## config.mk

```make
export PLATFORM = sky130hd
export DESIGN_NAME = traffic_light_scheduler
export DESIGN_NICKNAME = d
export VERILOG_FILES = /design/src/rtl/car_types_pkg.sv /design/src/rtl/traffic_light_scheduler_phase_timer.sv /design/src/rtl/traffic_light_scheduler.sv
export SDC_FILE = /design/constraint.sdc
export NUM_CORES = 1
export LEC_CHECK = 0
export ABC_CLOCK_PERIOD_IN_PS = 4300
export BUFFER_PORTS_ARGS = -buffer_cell sky130_fd_sc_hd__buf_4
export CAP_MARGIN = 0
export CORE_AREA = 2 2 39 41
export DETAILED_ROUTE_END_ITERATION = 10
export DIE_AREA = 0 0 41 43
export PLACE_DENSITY = 0.81
export SYNTH_ARGS = -nofsm -noshare
export SYNTH_HDL_FRONTEND = slang
export SYNTH_HIERARCHICAL = 1
export SYNTH_SLANG_ARGS = --single-unit
```

## constraint.sdc

```tcl
create_clock -name clk -period 4.3 [get_ports clk]
set_clock_uncertainty 0.15 [all_clocks]
set_input_delay 0.43 -clock clk [delete_from_list [all_inputs] [get_ports clk]]
set_output_delay 0.43 -clock clk [all_outputs]
set_load 0.005 [all_outputs]
```

## src/rtl/car_types_pkg.sv

```systemverilog
// Shared types for the crossing: lane counters, light encoding and the
// scheduler's state and lane-select enums.
package car_types_pkg;

  // Waiting-car count per lane, 0..10.
  localparam int CAR_COUNT_MAX = 10;
  typedef logic [3:0] car_counter_t;

  // Light driven into each car_lane.
  typedef enum logic [1:0] {
    RED    = 2'd0,
    YELLOW = 2'd1,
    GREEN  = 2'd2
  } strafic_light_t;

  // Scheduler phase, also exported for debug.
  typedef enum logic [2:0] {
    ALL_RED  = 3'd0,
    GREEN_A  = 3'd1,
    YELLOW_A = 3'd2,
    GREEN_B  = 3'd3,
    YELLOW_B = 3'd4
  } sched_state_t;

  // Lane preference for the next green.
  typedef enum logic {
    LANE_A = 1'b0,
    LANE_B = 1'b1
  } lane_sel_t;

  // Largest of three phase lengths; sizes the shared phase timer.
  function automatic int max3(input int a, input int b, input int c);
    int m;
    m = (a > b) ? a : b;
    return (m > c) ? m : c;
  endfunction

endpackage

```

## src/rtl/traffic_light_scheduler_phase_timer.sv

```systemverilog
// Saturating up-counter with synchronous clear. Counts cycles spent in the
// current scheduler phase; the FSM does all threshold compares.
module phase_timer #(
  parameter int               WIDTH = 4,
  parameter logic [WIDTH-1:0] SAT   = '1
) (
  input  logic             clk,
  input  logic             rst,
  input  logic             clr_i,
  output logic [WIDTH-1:0] count_o
);

  logic [WIDTH-1:0] count_q;
  logic [WIDTH-1:0] count_d;

  // Clear wins; otherwise count up and stick at SAT so it never wraps.
  always_comb begin
    count_d = count_q;
    if (clr_i) begin
      count_d = '0;
    end else if (count_q != SAT) begin
      count_d = count_q + 1'b1;
    end
  end

  // Count register.
  always_ff @(posedge clk) begin
    if (rst) begin
      count_q <= '0;
    end else begin
      count_q <= count_d;
    end
  end

  assign count_o = count_q;

endmodule

```

## src/rtl/traffic_light_scheduler.sv

```systemverilog
// Two-lane crossing scheduler. Moore FSM choosing which lane gets GREEN from
// the lane car counts, with min/max green, fixed yellow, all-red clearance
// and an all-red hold request. Lights decode the state register directly.
module traffic_light_scheduler
  import car_types_pkg::*;
#(
  parameter int MIN_GREEN    = 4,
  parameter int MAX_GREEN    = 8,
  parameter int YELLOW_TIME  = 2,
  parameter int ALL_RED_TIME = 1
) (
  input  logic           clk,
  input  logic           rst,
  input  car_counter_t   car_count_a,
  input  car_counter_t   car_count_b,
  input  logic           hold_all_red,
  output strafic_light_t light_a,
  output strafic_light_t light_b,
  output sched_state_t   phase
);

  // Timer only needs to reach the longest threshold, then it saturates.
  localparam int TMAX = max3(MAX_GREEN, YELLOW_TIME, ALL_RED_TIME);
  localparam int TW   = $clog2(TMAX) + 1;
  localparam logic [TW-1:0] T_SAT = TW'(TMAX - 1);

  sched_state_t    state_q, state_d;
  lane_sel_t       next_lane_q, next_lane_d;
  logic [TW-1:0]   timer_q;
  logic            timer_clr;
  logic            a_busy, b_busy;
  logic            pref_busy, other_busy;
  int              t;

  assign a_busy     = (car_count_a != '0);
  assign b_busy     = (car_count_b != '0);
  assign pref_busy  = (next_lane_q == LANE_A) ? a_busy : b_busy;
  assign other_busy = (next_lane_q == LANE_A) ? b_busy : a_busy;
  assign t          = int'(timer_q);

  // Timer restarts on every state change.
  assign timer_clr = (state_d != state_q);

  phase_timer #(
    .WIDTH (TW),
    .SAT   (T_SAT)
  ) u_phase_timer (
    .clk     (clk),
    .rst     (rst),
    .clr_i   (timer_clr),
    .count_o (timer_q)
  );

  // Next-state and next-lane selection.
  always_comb begin
    state_d     = state_q;
    next_lane_d = next_lane_q;
    unique case (state_q)
      ALL_RED: begin
        if (t >= ALL_RED_TIME - 1 && !hold_all_red) begin
          if (pref_busy) begin
            state_d = (next_lane_q == LANE_A) ? GREEN_A : GREEN_B;
          end else if (other_busy) begin
            state_d = (next_lane_q == LANE_A) ? GREEN_B : GREEN_A;
          end
        end
      end
      GREEN_A: begin
        if (hold_all_red || (t >= MIN_GREEN - 1 && !a_busy) ||
            (t >= MAX_GREEN - 1 && b_busy)) begin
          state_d = YELLOW_A;
        end
      end
      YELLOW_A: begin
        if (t == YELLOW_TIME - 1) begin
          state_d     = ALL_RED;
          next_lane_d = LANE_B;
        end
      end
      GREEN_B: begin
        if (hold_all_red || (t >= MIN_GREEN - 1 && !b_busy) ||
            (t >= MAX_GREEN - 1 && a_busy)) begin
          state_d = YELLOW_B;
        end
      end
      YELLOW_B: begin
        if (t == YELLOW_TIME - 1) begin
          state_d     = ALL_RED;
          next_lane_d = LANE_A;
        end
      end
      default: begin
        state_d = ALL_RED;
      end
    endcase
  end

  // State and lane-preference registers; reset drops any lane straight to RED.
  always_ff @(posedge clk) begin
    if (rst) begin
      state_q     <= ALL_RED;
      next_lane_q <= LANE_A;
    end else begin
      state_q     <= state_d;
      next_lane_q <= next_lane_d;
    end
  end

  // Light decode from the current state only.
  always_comb begin
    light_a = RED;
    light_b = RED;
    unique case (state_q)
      GREEN_A:  light_a = GREEN;
      YELLOW_A: light_a = YELLOW;
      GREEN_B:  light_b = GREEN;
      YELLOW_B: light_b = YELLOW;
      default: begin
        light_a = RED;
        light_b = RED;
      end
    endcase
  end

  assign phase = state_q;

endmodule

```

==> flow_metrics.py, run 1 <==
metrics = {
    "timing": {
        "final_max_slew_viol_count": 0,
        "finalSetupViolations": 0,
        "period_needed_ps": 2390,
        "hold_viol_final": 0,
        "fmax_ghz": 0.418,
        "hold-worst-slack_ps": 285,
        "fin_setup_tns_ps": 0,
        "fin_crit_sh": 0.557,
        "relSlewSlack": 0.485,
        "grt_setup_unrepaired": "false",
        "worst_pin_slew_ps": 761,
    },
    "cts": {
        "htreeDepth": 1,
        "path_clk_slew_ps": 50,
        "cts.hold.buffers_added": 0,
        "cts_buffers": 3,
        "clk_path_buf_depth": 2,
        "postCtsSetupRepairBufs": 0,
        "root_buffer": "clkbuf_4",
        "clk_latency_ps": 250,
        "cts_tree": "yes",
        "cts.repair.resized": 0,
        "cts_sinks": 8,
    },
    "worst_setup_path": {
        "critPathArrivalTime_ps": 2380,
        "end_kind": "flip-flop",
        "cp.required_ps": 4290,
        "cp_slowest_stage_delay_ps": 660,
        "ff2ff_setup_slack_ps": 1910,
        "crit_family": "simple AND/OR/NAND/NOR gates",
        "crit_type": "reg -> reg",
        "critPathLaunchType": "flip-flop",
        "crit_path_top_delay_cell": "nor4b_1",
        "path_cells": "nor4b_1 > a2111oi_0 > and4b_1 > nor3b_1 > mux2_1",
        "cp_max_fo": 7,
        "path_buf_inv": 0,
    },
    "synthesis": {
        "synth.avg_cell_area_um2": 9.06,
        "synth_cells": 63,
        "yosys.cell_types.count": 34,
        "yosys_warnings": 6,
        "syn_nets": 75,
        "synth_area_um2": 571,
        "synth_seq_cells": 8,
        "yosysSeqAreaShare": 0.281,
    },
    "place": {
        "gp_congestion": 0.827,
        "portBuffers": 17,
        "place_inst": 95,
        "dp_hpwl_mm": 1.01,
    },
    "cells_and_area": {
        "fillers": 130,
        "register_area_um2": 160,
        "diodes": 0,
        "finalNetCount": 96,
        "area_delta_synth_final_pct": 27.9,
        "drive_gt1_frac": 0.341,
        "fin_cells": 98,
        "multiInputGateArea_um2": 388,
        "final_cell_mix": "buf_4 (17), dfxtp_1 (8), nor3b_1 (6)",
        "layout_commonest_cell": "buf_4",
    },
    "floorplan": {
        "die_w_um": 41,
        "ios": 18,
        "die_area_um2": 1760,
        "core_area_um2": 1380,
        "die_y_um": 43,
        "start_util": 0.412,
        "num_rows": 14,
    },
    "pwr": {
        "total_leakage_power_nw": 0.305,
        "power.density_nw_per_um2": 271,
        "vdd_ir_drop_max_uv": 108,
    },
    "route": {
        "via_per_inst": 6.03,
        "drtAntennaViolNets": 0,
        "drtIter0Drc": 18,
        "drc": 0,
        "vias": 591,
        "routed_wl_mm": 1.34,
        "drt_pass1_iterations": 4,
        "wl_per_cell_um": 13.6,
    },
    "global_routing": {
        "antenna_found_initial": 0,
        "grt_pass1_wl_mm": 2.14,
        "overflow": 0,
        "first_global_vias": 539,
        "grt.total_usage": 0.176,
        "grt_max_degree": 12,
    },
    "outcome": {
        "outcome": "completed",
    },
    "job": {
        "cap_viol_max_count": 0,
    },
    "min_path": {
        "hold_class": "in -> reg",
    },
}
[flip-flops by register name, indices dropped and copies added, names as in the netlist]
name                   flops
u_phase_timer/count_o      4
next_lane_q                1
phase                      3
[cell families (layout without fill, tap and decap cells)]
family                   count (synthesis)  after routing  synth area share
adder cells (fa/ha/maj)                  1              1            0.0219
AND/OR/NAND/NOR                         31             31             0.371
buffers and inverters                    4             23            0.0395
multiplexers                             3              3            0.0592
AO/OA/AOI/OAI                           16             16             0.228
flip-flops                               8              8             0.281
[metrics by stage]
step / instance area, um2 / worst slack, ps / power [W] / util
floorplan: 571 / 2130 / 0.000119 / -
global placement: 707 / 1900 / 0.000139 / 0.511
detailed placement: 707 / 1810 / 0.000141 / 0.511
CTS: 729 / 1910 / 0.000201 / 0.527
global route: 729 / 1710 / 0.000212 / 0.527
finish: 729 / 1910 / 0.000198 / 0.527
[where the power goes]
part | internal (W) | switching (W) | leakage, nW | total [W]
Clock | 0.0000319 | 0.0000249 | 0.0138 | 0.0000568
Combinational | 0.0000274 | 0.0000250 | 0.226 | 0.0000524
Sequential | 0.0000793 | 0.00000909 | 0.0652 | 0.0000884
Total | 0.000139 | 0.0000590 | 0.305 | 0.000198
[routing by layer]
layer / vias to the layer above / global-route usage / share of wire
li1: 296 / - / -
met1: 272 / 0.225 / 0.42
met2: 21 / 0.263 / 0.52
met3: 2 / 0.0157 / 0.043
met4: 0 / 0.120 / 0.010
met5: - / 0 / 0
[Yosys cell counts]
cell type | number | area share
nor3b_1 | 6 | 0.079
nand2_1 | 3 | 0.020
and3_2 | 1 | 0.013
or4_4 | 1 | 0.020
nor3_1 | 1 | 0.0088
nor4_2 | 2 | 0.044
o31a_1 | 1 | 0.015
a221oi_1 | 1 | 0.015
or4_1 | 2 | 0.026
nor4_1 | 2 | 0.022
nor2b_1 | 1 | 0.011
nor4b_1 | 1 | 0.015
nand3_1 | 2 | 0.018
and4b_1 | 1 | 0.018
a21oi_1 | 4 | 0.035
mux2_1 | 2 | 0.039
a311oi_1 | 1 | 0.015
o22a_1 | 1 | 0.015
nand3b_1 | 1 | 0.013
a2111oi_1 | 1 | 0.018
nor2_1 | 4 | 0.026
buf_6 | 1 | 0.020
and3b_1 | 1 | 0.015
a31o_2 | 1 | 0.015
a211oi_1 | 2 | 0.026
nand2b_1 | 2 | 0.022
a2111oi_0 | 1 | 0.015
dfxtp_1 | 8 | 0.28
a211o_1 | 1 | 0.015
ha_1 | 1 | 0.022
a221oi_2 | 1 | 0.026
mux2_2 | 1 | 0.020
inv_1 | 3 | 0.020
a21oi_2 | 1 | 0.015
[worst paths after layout]
check                                              from                               endpoint  cells after the start
setup reg to reg  u_phase_timer/count_o[0]$_SDFFE_PP0P_  u_phase_timer/count_o[1]$_SDFFE_PP0P_                      5
hold / removal                                      rst                    phase[2]$_SDFF_PP0_                      2
hold reg to reg                next_lane_q$_SDFFE_PP0P_               next_lane_q$_SDFFE_PP0P_                      2
setup / recovery  u_phase_timer/count_o[0]$_SDFFE_PP0P_  u_phase_timer/count_o[1]$_SDFFE_PP0P_                      5
[layout make-up]
cell class,instances,area share
inverters,3,0.0154
clock buffers,3,0.0309
multi-input cells,51,0.532
repair buffers,17,0.175
well taps,16,0.0274
flip-flops and latches,8,0.220
(Power assumes the default switching activity.)
==> run 2, diff against run 1 <==
Settings changed: ABC_AREA set to 1, ABC_CLOCK_PERIOD_IN_PS 4300 to 2100, CORE_AREA 2 2 39 41 to not set, CORE_MARGIN set to 2, CORE_UTILIZATION set to 44, DIE_AREA 0 0 41 43 to not set, PLACE_DENSITY 0.81 to 0.84.
Clock period 4.3 ns to 2.1 ns, I/O delays scaled along.
==> run 2 against run 1 <==
- register-to-register slack worse by 1600 ps
- via count is 9.3% higher
- design area is 11% higher
- sequential power is 100% higher
- cell count is 29% higher
- wire length is 8.6% higher
- non-clock buffer count is 1 higher
- global-route usage is 1.3 points higher
==> flow_metrics.py, run 2 <==
metrics = {
    "outcome": {
        "outcome": "completed",
    },
    "global_routing": {
        "antenna_found_initial": 0,
        "grt_max_degree": 8,
        "first_global_vias": 618,
        "grt.total_usage": 0.189,
        "overflow": 0,
        "grt_pass1_wl_mm": 2.56,
    },
    "timing": {
        "period_needed_ps": 1790,
        "final_max_slew_viol_count": 0,
        "relSlewSlack": 0.822,
        "hold-worst-slack_ps": 13.1,
        "finalSetupViolations": 0,
        "worst_pin_slew_ps": 266,
        "fmax_ghz": 0.559,
        "fin_setup_tns_ps": 0,
        "grt_setup_unrepaired": "false",
        "hold_viol_final": 0,
        "fin_crit_sh": 0.852,
    },
    "pwr": {
        "vdd_ir_drop_max_uv": 437,
        "total_leakage_power_nw": 0.387,
        "power.density_nw_per_um2": 561,
        "power_w": 0.000453,
    },
    "cells_and_area": {
        "final_cell_mix": "nand2_1 (19), buf_4 (18), nor2_1 (9)",
        "fillers": 128,
        "finalNetCount": 125,
        "design_area_um2": 808,
        "register_area_um2": 160,
        "finish.utilization": 0.613,
        "area_delta_synth_final_pct": 27.9,
        "multiInputGateArea_um2": 423,
        "layout_commonest_cell": "nand2_1",
        "diodes": 0,
        "largest_reg_flops": 4,
        "drive_gt1_frac": 0.432,
    },
    "synthesis": {
        "yosys.area.top_type_share": 0.253,
        "synth.avg_cell_area_um2": 7.02,
        "yosys_warnings": 6,
        "syn_nets": 102,
        "ys.flop_type": "dfxtp_1",
        "yosysSeqAreaShare": 0.253,
        "synth_area_um2": 632,
        "yosys.cell_types.count": 23,
        "synth_cells": 90,
        "synth_most_common_cell": "nand2_1",
        "synth_edf_count": 0,
        "yosys-top-cells-count": "nand2_1 (19), nor2_1 (9), dfxtp_1 (8), inv_1 (8)",
        "synth_top_area_cell": "dfxtp_1",
        "async_flop_share": 0,
        "synth_seq_cells": 8,
        "synth_area_leaders": "dfxtp_1 (25%), nand2_1 (11%), nand3_2 (9.5%)",
    },
    "cts": {
        "clk_latency_ps": 250,
        "htreeDepth": 1,
        "path_clk_slew_ps": 50,
        "cts.hold.buffers_added": 0,
        "cts_tree": "yes",
        "cts_buffers": 3,
        "root_buffer": "clkbuf_4",
        "clk_path_buf_depth": 2,
        "cts.repair.resized": 0,
        "postCtsSetupRepairBufs": 0,
        "cts_sinks": 8,
    },
    "route": {
        "routed_wl_mm": 1.45,
        "drc": 0,
        "vias": 646,
        "drt_pass1_iterations": 4,
        "drtIter0Drc": 22,
        "wl_per_cell_um": 11.5,
        "drtAntennaViolNets": 0,
        "via_per_inst": 5.13,
    },
    "place": {
        "post_dp_cell_area_um2": 786,
        "dp_hpwl_mm": 1.21,
        "portBuffers": 17,
        "gp_congestion": 0.872,
    },
    "floorplan": {
        "die_y_um": 41.9,
        "core_area_um2": 1320,
        "num_rows": 13,
        "die_area_um2": 1760,
        "die_w_um": 41.9,
        "start_util": 0.480,
        "ios": 18,
    },
    "worst_setup_path": {
        "cp.required_ps": 2140,
        "crit_type": "reg -> reg",
        "end_kind": "flip-flop",
        "critPathLaunchType": "flip-flop",
        "critPathArrivalTime_ps": 1830,
        "cp_max_fo": 5,
    },
    "job": {
        "cap_viol_max_count": 0,
    },
    "min_path": {
        "hold_class": "in -> reg",
    },
}
-- run 2: cell count changes after synthesis, sizes merged, moves of 3 or more --
cell	delta
nand2	+20
nor2	+14
inv	+10
nand3	+9
nor3b	-6
nor4	-4
mux2	-3
nand4	+3
or4	-3
-- run 2: logic make-up after synthesis --
logic type	after synthesis	synth area share
AOI/OAI and AO/OA	10	0.111
adders and majority gates	1	0.0198
buffers and inverters	13	0.0772
DFF	8	0.253
and+or+nand+nor	58	0.539
-- run 2: power breakdown --
part / internal, W / switching (W)
Clock: 0.0000652 / 0.0000498
Sequential: 0.000164 / 0.0000130
Combinational: 0.0000709 / 0.0000907
-- run 2: layout make-up --
type / count / area share
inverter: 13 / 0.0604
multi-input combinational: 69 / 0.523
timing repair buffer: 18 / 0.167
sequential: 8 / 0.198
tap: 15 / 0.0232
clock buffer: 3 / 0.0279
-- run 2: layer usage --
layer / wire [um] / track usage / vias up
met3: 81 / 0.0304 / 2
met4: 24 / 0.0774 / 0
met1: 669 / 0.251 / 285
met2: 675 / 0.300 / 20
li1: - / - / 339
met5: 0 / 0 / -
-- run 2: worst paths after layout --
kind	from	endpoint	slack, ps	cells past startpoint
worst max-delay path	phase[0]$_SDFF_PP0_	u_phase_timer/count_o[3]$_SDFFE_PP0P_	310	11
worst min-delay path	rst	phase[2]$_SDFF_PP0_	10	2
worst max register to register	phase[0]$_SDFF_PP0_	u_phase_timer/count_o[3]$_SDFFE_PP0P_	310	11
worst min register to register	next_lane_q$_SDFFE_PP0P_	next_lane_q$_SDFFE_PP0P_	400	2
-- run 2: metrics by stage --
stage / cells / setup slack (ps)
3_5_place_dp: 123 / 325
4_1_cts: 126 / 309
6_report: 126 / 310
3_3_place_gp: 123 / 338
5_1_grt: 126 / 95.1
2_1_floorplan: 90 / 472
-- run 2: critical path, cell delays in order, from the launching register on --
cell and delay (ps):
dfxtp_1 440, inv_1 110, nand2_2 100, nor2_2 50, nand3_1 110, a21boi_1 200, nand2_1 70, nor2_1 90
nand2_1 90, nor2_4 150, nand2_1 60, a21oi_1 100
==> run 3, diff against run 2 <==
Settings changed: BUFFER_PORTS_ARGS -buffer_cell sky130_fd_sc_hd__buf_4 to not set, CORE_AREA set to 2 2 39 41, CORE_MARGIN 2 to not set, CORE_UTILIZATION 44 to not set, DIE_AREA set to 0 0 41 43, DONT_BUFFER_PORTS set to 1, PLACE_DENSITY 0.84 to 0.77, RECOVER_POWER set to 100.
==> run 3 against run 2 <==
- worst hold slack better by 150 ps
- sequential power about the same
- via count fell by 6.8%
- first-iteration DRC count decreased by 64%
- critical path depth grew 1
- global-route usage decreased by 1.5 points
- design area shrank 15%
- total power decreased by 7.6%
- die area up 0.44%
- core utilization decreased by 12 points
- cell count decreased by 12%
- combinational power shrank 22%
==> flow_metrics.py, run 3 (synthesized netlist as in run 2, its figures left out) <==
metrics = {
    "outcome": {
        "outcome": "completed",
    },
    "cells_and_area": {
        "layout_commonest_cell": "nand2_1",
        "drive_gt1_frac": 0.305,
        "fin_cells": 111,
        "final_cell_mix": "nand2_1 (19), inv_1 (9), nor2_1 (9)",
        "largest_reg_flops": 4,
        "area_delta_synth_final_pct": 8.71,
        "design_area_um2": 687,
        "diodes": 0,
        "fillers": 139,
        "finalNetCount": 109,
    },
    "pwr": {
        "power.share.clock": 0.276,
        "seqPwrFrac": 0.423,
        "switchingPower_w": 0.000144,
        "power_frac_comb": 0.301,
        "total_leakage_power_nw": 0.301,
        "power.density_nw_per_um2": 610,
        "vdd_ir_drop_max_uv": 481,
        "power.internal_w": 0.000274,
        "p_sw_frac": 0.345,
    },
    "floorplan": {
        "core_area_um2": 1380,
        "ios": 18,
        "die_y_um": 43,
        "start_util": 0.457,
        "die_w_um": 41,
        "die_area_um2": 1760,
        "num_rows": 14,
    },
    "global_routing": {
        "antenna_found_initial": 0,
        "grt_pass1_wl_mm": 2.05,
        "overflow": 0,
        "first_global_vias": 551,
        "grt.total_usage": 0.174,
        "grt_max_degree": 8,
    },
    "timing": {
        "grt_setup_unrepaired": "false",
        "relSlewSlack": 0.822,
        "fin_setup_tns_ps": 0,
        "fmax_ghz": 0.537,
        "final_max_slew_viol_count": 0,
        "hold-worst-slack_ps": 158,
        "fin_crit_sh": 0.886,
        "finalWorstSetupSlack_ps": 239,
        "period_needed_ps": 1860,
        "hold_viol_final": 0,
        "finalSetupViolations": 0,
        "worst_pin_slew_ps": 265,
    },
    "place": {
        "place_inst": 107,
        "portBuffers": 0,
        "gp_congestion": 0.820,
        "dp_slack_ps": 283,
        "dp_hpwl_mm": 1.09,
        "post_dp_cell_area_um2": 659,
    },
    "cts": {
        "postCtsSetupRepairBufs": 0,
        "cts_sinks": 8,
        "root_buffer": "clkbuf_4",
        "cts_tree": "yes",
        "clk_path_buf_depth": 2,
        "cts_buffers": 3,
        "path_clk_slew_ps": 50,
        "clk_latency_ps": 260,
        "htreeDepth": 1,
    },
    "route": {
        "drtIter0Drc": 8,
        "vias": 602,
        "routed_wl_mm": 1.32,
        "drt_pass1_iterations": 5,
        "drtAntennaViolNets": 0,
        "drc": 0,
        "via_per_inst": 5.42,
        "wl_per_cell_um": 11.9,
    },
    "min_path": {
        "hold_class": "in -> reg",
    },
    "worst_setup_path": {
        "end_kind": "flip-flop",
        "crit_path_top_delay_cell": "dfxtp_1",
        "critPathLaunchType": "flip-flop",
        "crit_type": "reg -> reg",
        "critPathArrivalTime_ps": 1900,
        "cp.required_ps": 2140,
        "cp_slowest_stage_delay_ps": 430,
        "cp_common_cell": "nand2_1",
        "path_cells": "nand2_1 > a21oi_2 > nand2_1 > nand3_2 > nand2_1 > nand3_1 > nor2_1 > nor2_1 > nand2_1 > nor2_4 > nand2_1 > a21oi_1",
        "cp_max_fo": 6,
    },
    "job": {
        "cap_viol_max_count": 0,
    },
}
## run 3: cell count changes in the layout (fill, tap and decap cells not counted), sizes merged
cell         delta
dlygate4sd3     +1
buf            -17
## run 3: layout make-up
type / count / area, um2 / share of cell area
clock buffers: 3 / 22.5 / 0.0328
inverters: 13 / 48.8 / 0.0710
well taps: 16 / 20.0 / 0.0291
multi-input cells: 69 / 418 / 0.608
flip-flops and latches: 8 / 160 / 0.233
repair buffers: 2 / 17.5 / 0.0255
## run 3: worst paths after layout
kind	startpoint	endpoint	slack [ps]	cells after the start
max reg2reg	u_phase_timer/count_o[1]$_SDFFE_PP0P_	u_phase_timer/count_o[3]$_SDFFE_PP0P_	240	12
min reg2reg	next_lane_q$_SDFFE_PP0P_	next_lane_q$_SDFFE_PP0P_	390	2
max	u_phase_timer/count_o[1]$_SDFFE_PP0P_	u_phase_timer/count_o[3]$_SDFFE_PP0P_	240	12
min	hold_all_red	phase[2]$_SDFF_PP0_	160	4
## run 3: metal layers
layer  GRT usage  wire length [um]  share of wire  vias up
li1            -                 -              -      312
met5           0                 0              0        -
met3      0.0314                64          0.049        4
met4       0.100                23          0.017        0
met2       0.278               633           0.48       20
met1       0.203               597           0.45      266
## run 3: what timing repair did
| item | 4_1_cts | 5_1_grt |
|---|---|---|
| hold endpoints to repair | 8 | 0 |
| hold buffers | 1 | 0 |
| gates resized for setup | 0 | 0 |
## run 3: critical path: cells and delay by family, from the launching register on
| family | cells | cell delay [ps] |
|---|---|---|
| AND/OR/NAND/NOR | 10 | 910 |
| AO/OA/AOI/OAI | 2 | 300 |
| flip-flops | 1 | 430 |
## run 3: power by group through the flow
stage / logic, W / registers [W] / clock network, W
CTS: 0.000127 / 0.000177 / 0.000122
floorplan: 0.0000982 / 0.000181 / 0
global route: 0.000141 / 0.000178 / 0.000126
detailed placement: 0.000124 / 0.000181 / 0
global placement: 0.000121 / 0.000180 / 0
finish: 0.000126 / 0.000177 / 0.000116
## run 3: through the flow
stage / power, W / util
6_report: 0.000419 / 0.496
5_1_grt: 0.000445 / 0.496
3_5_place_dp: 0.000304 / 0.476
2_1_floorplan: 0.000279 / -
3_3_place_gp: 0.000301 / 0.476
4_1_cts: 0.000426 / 0.500
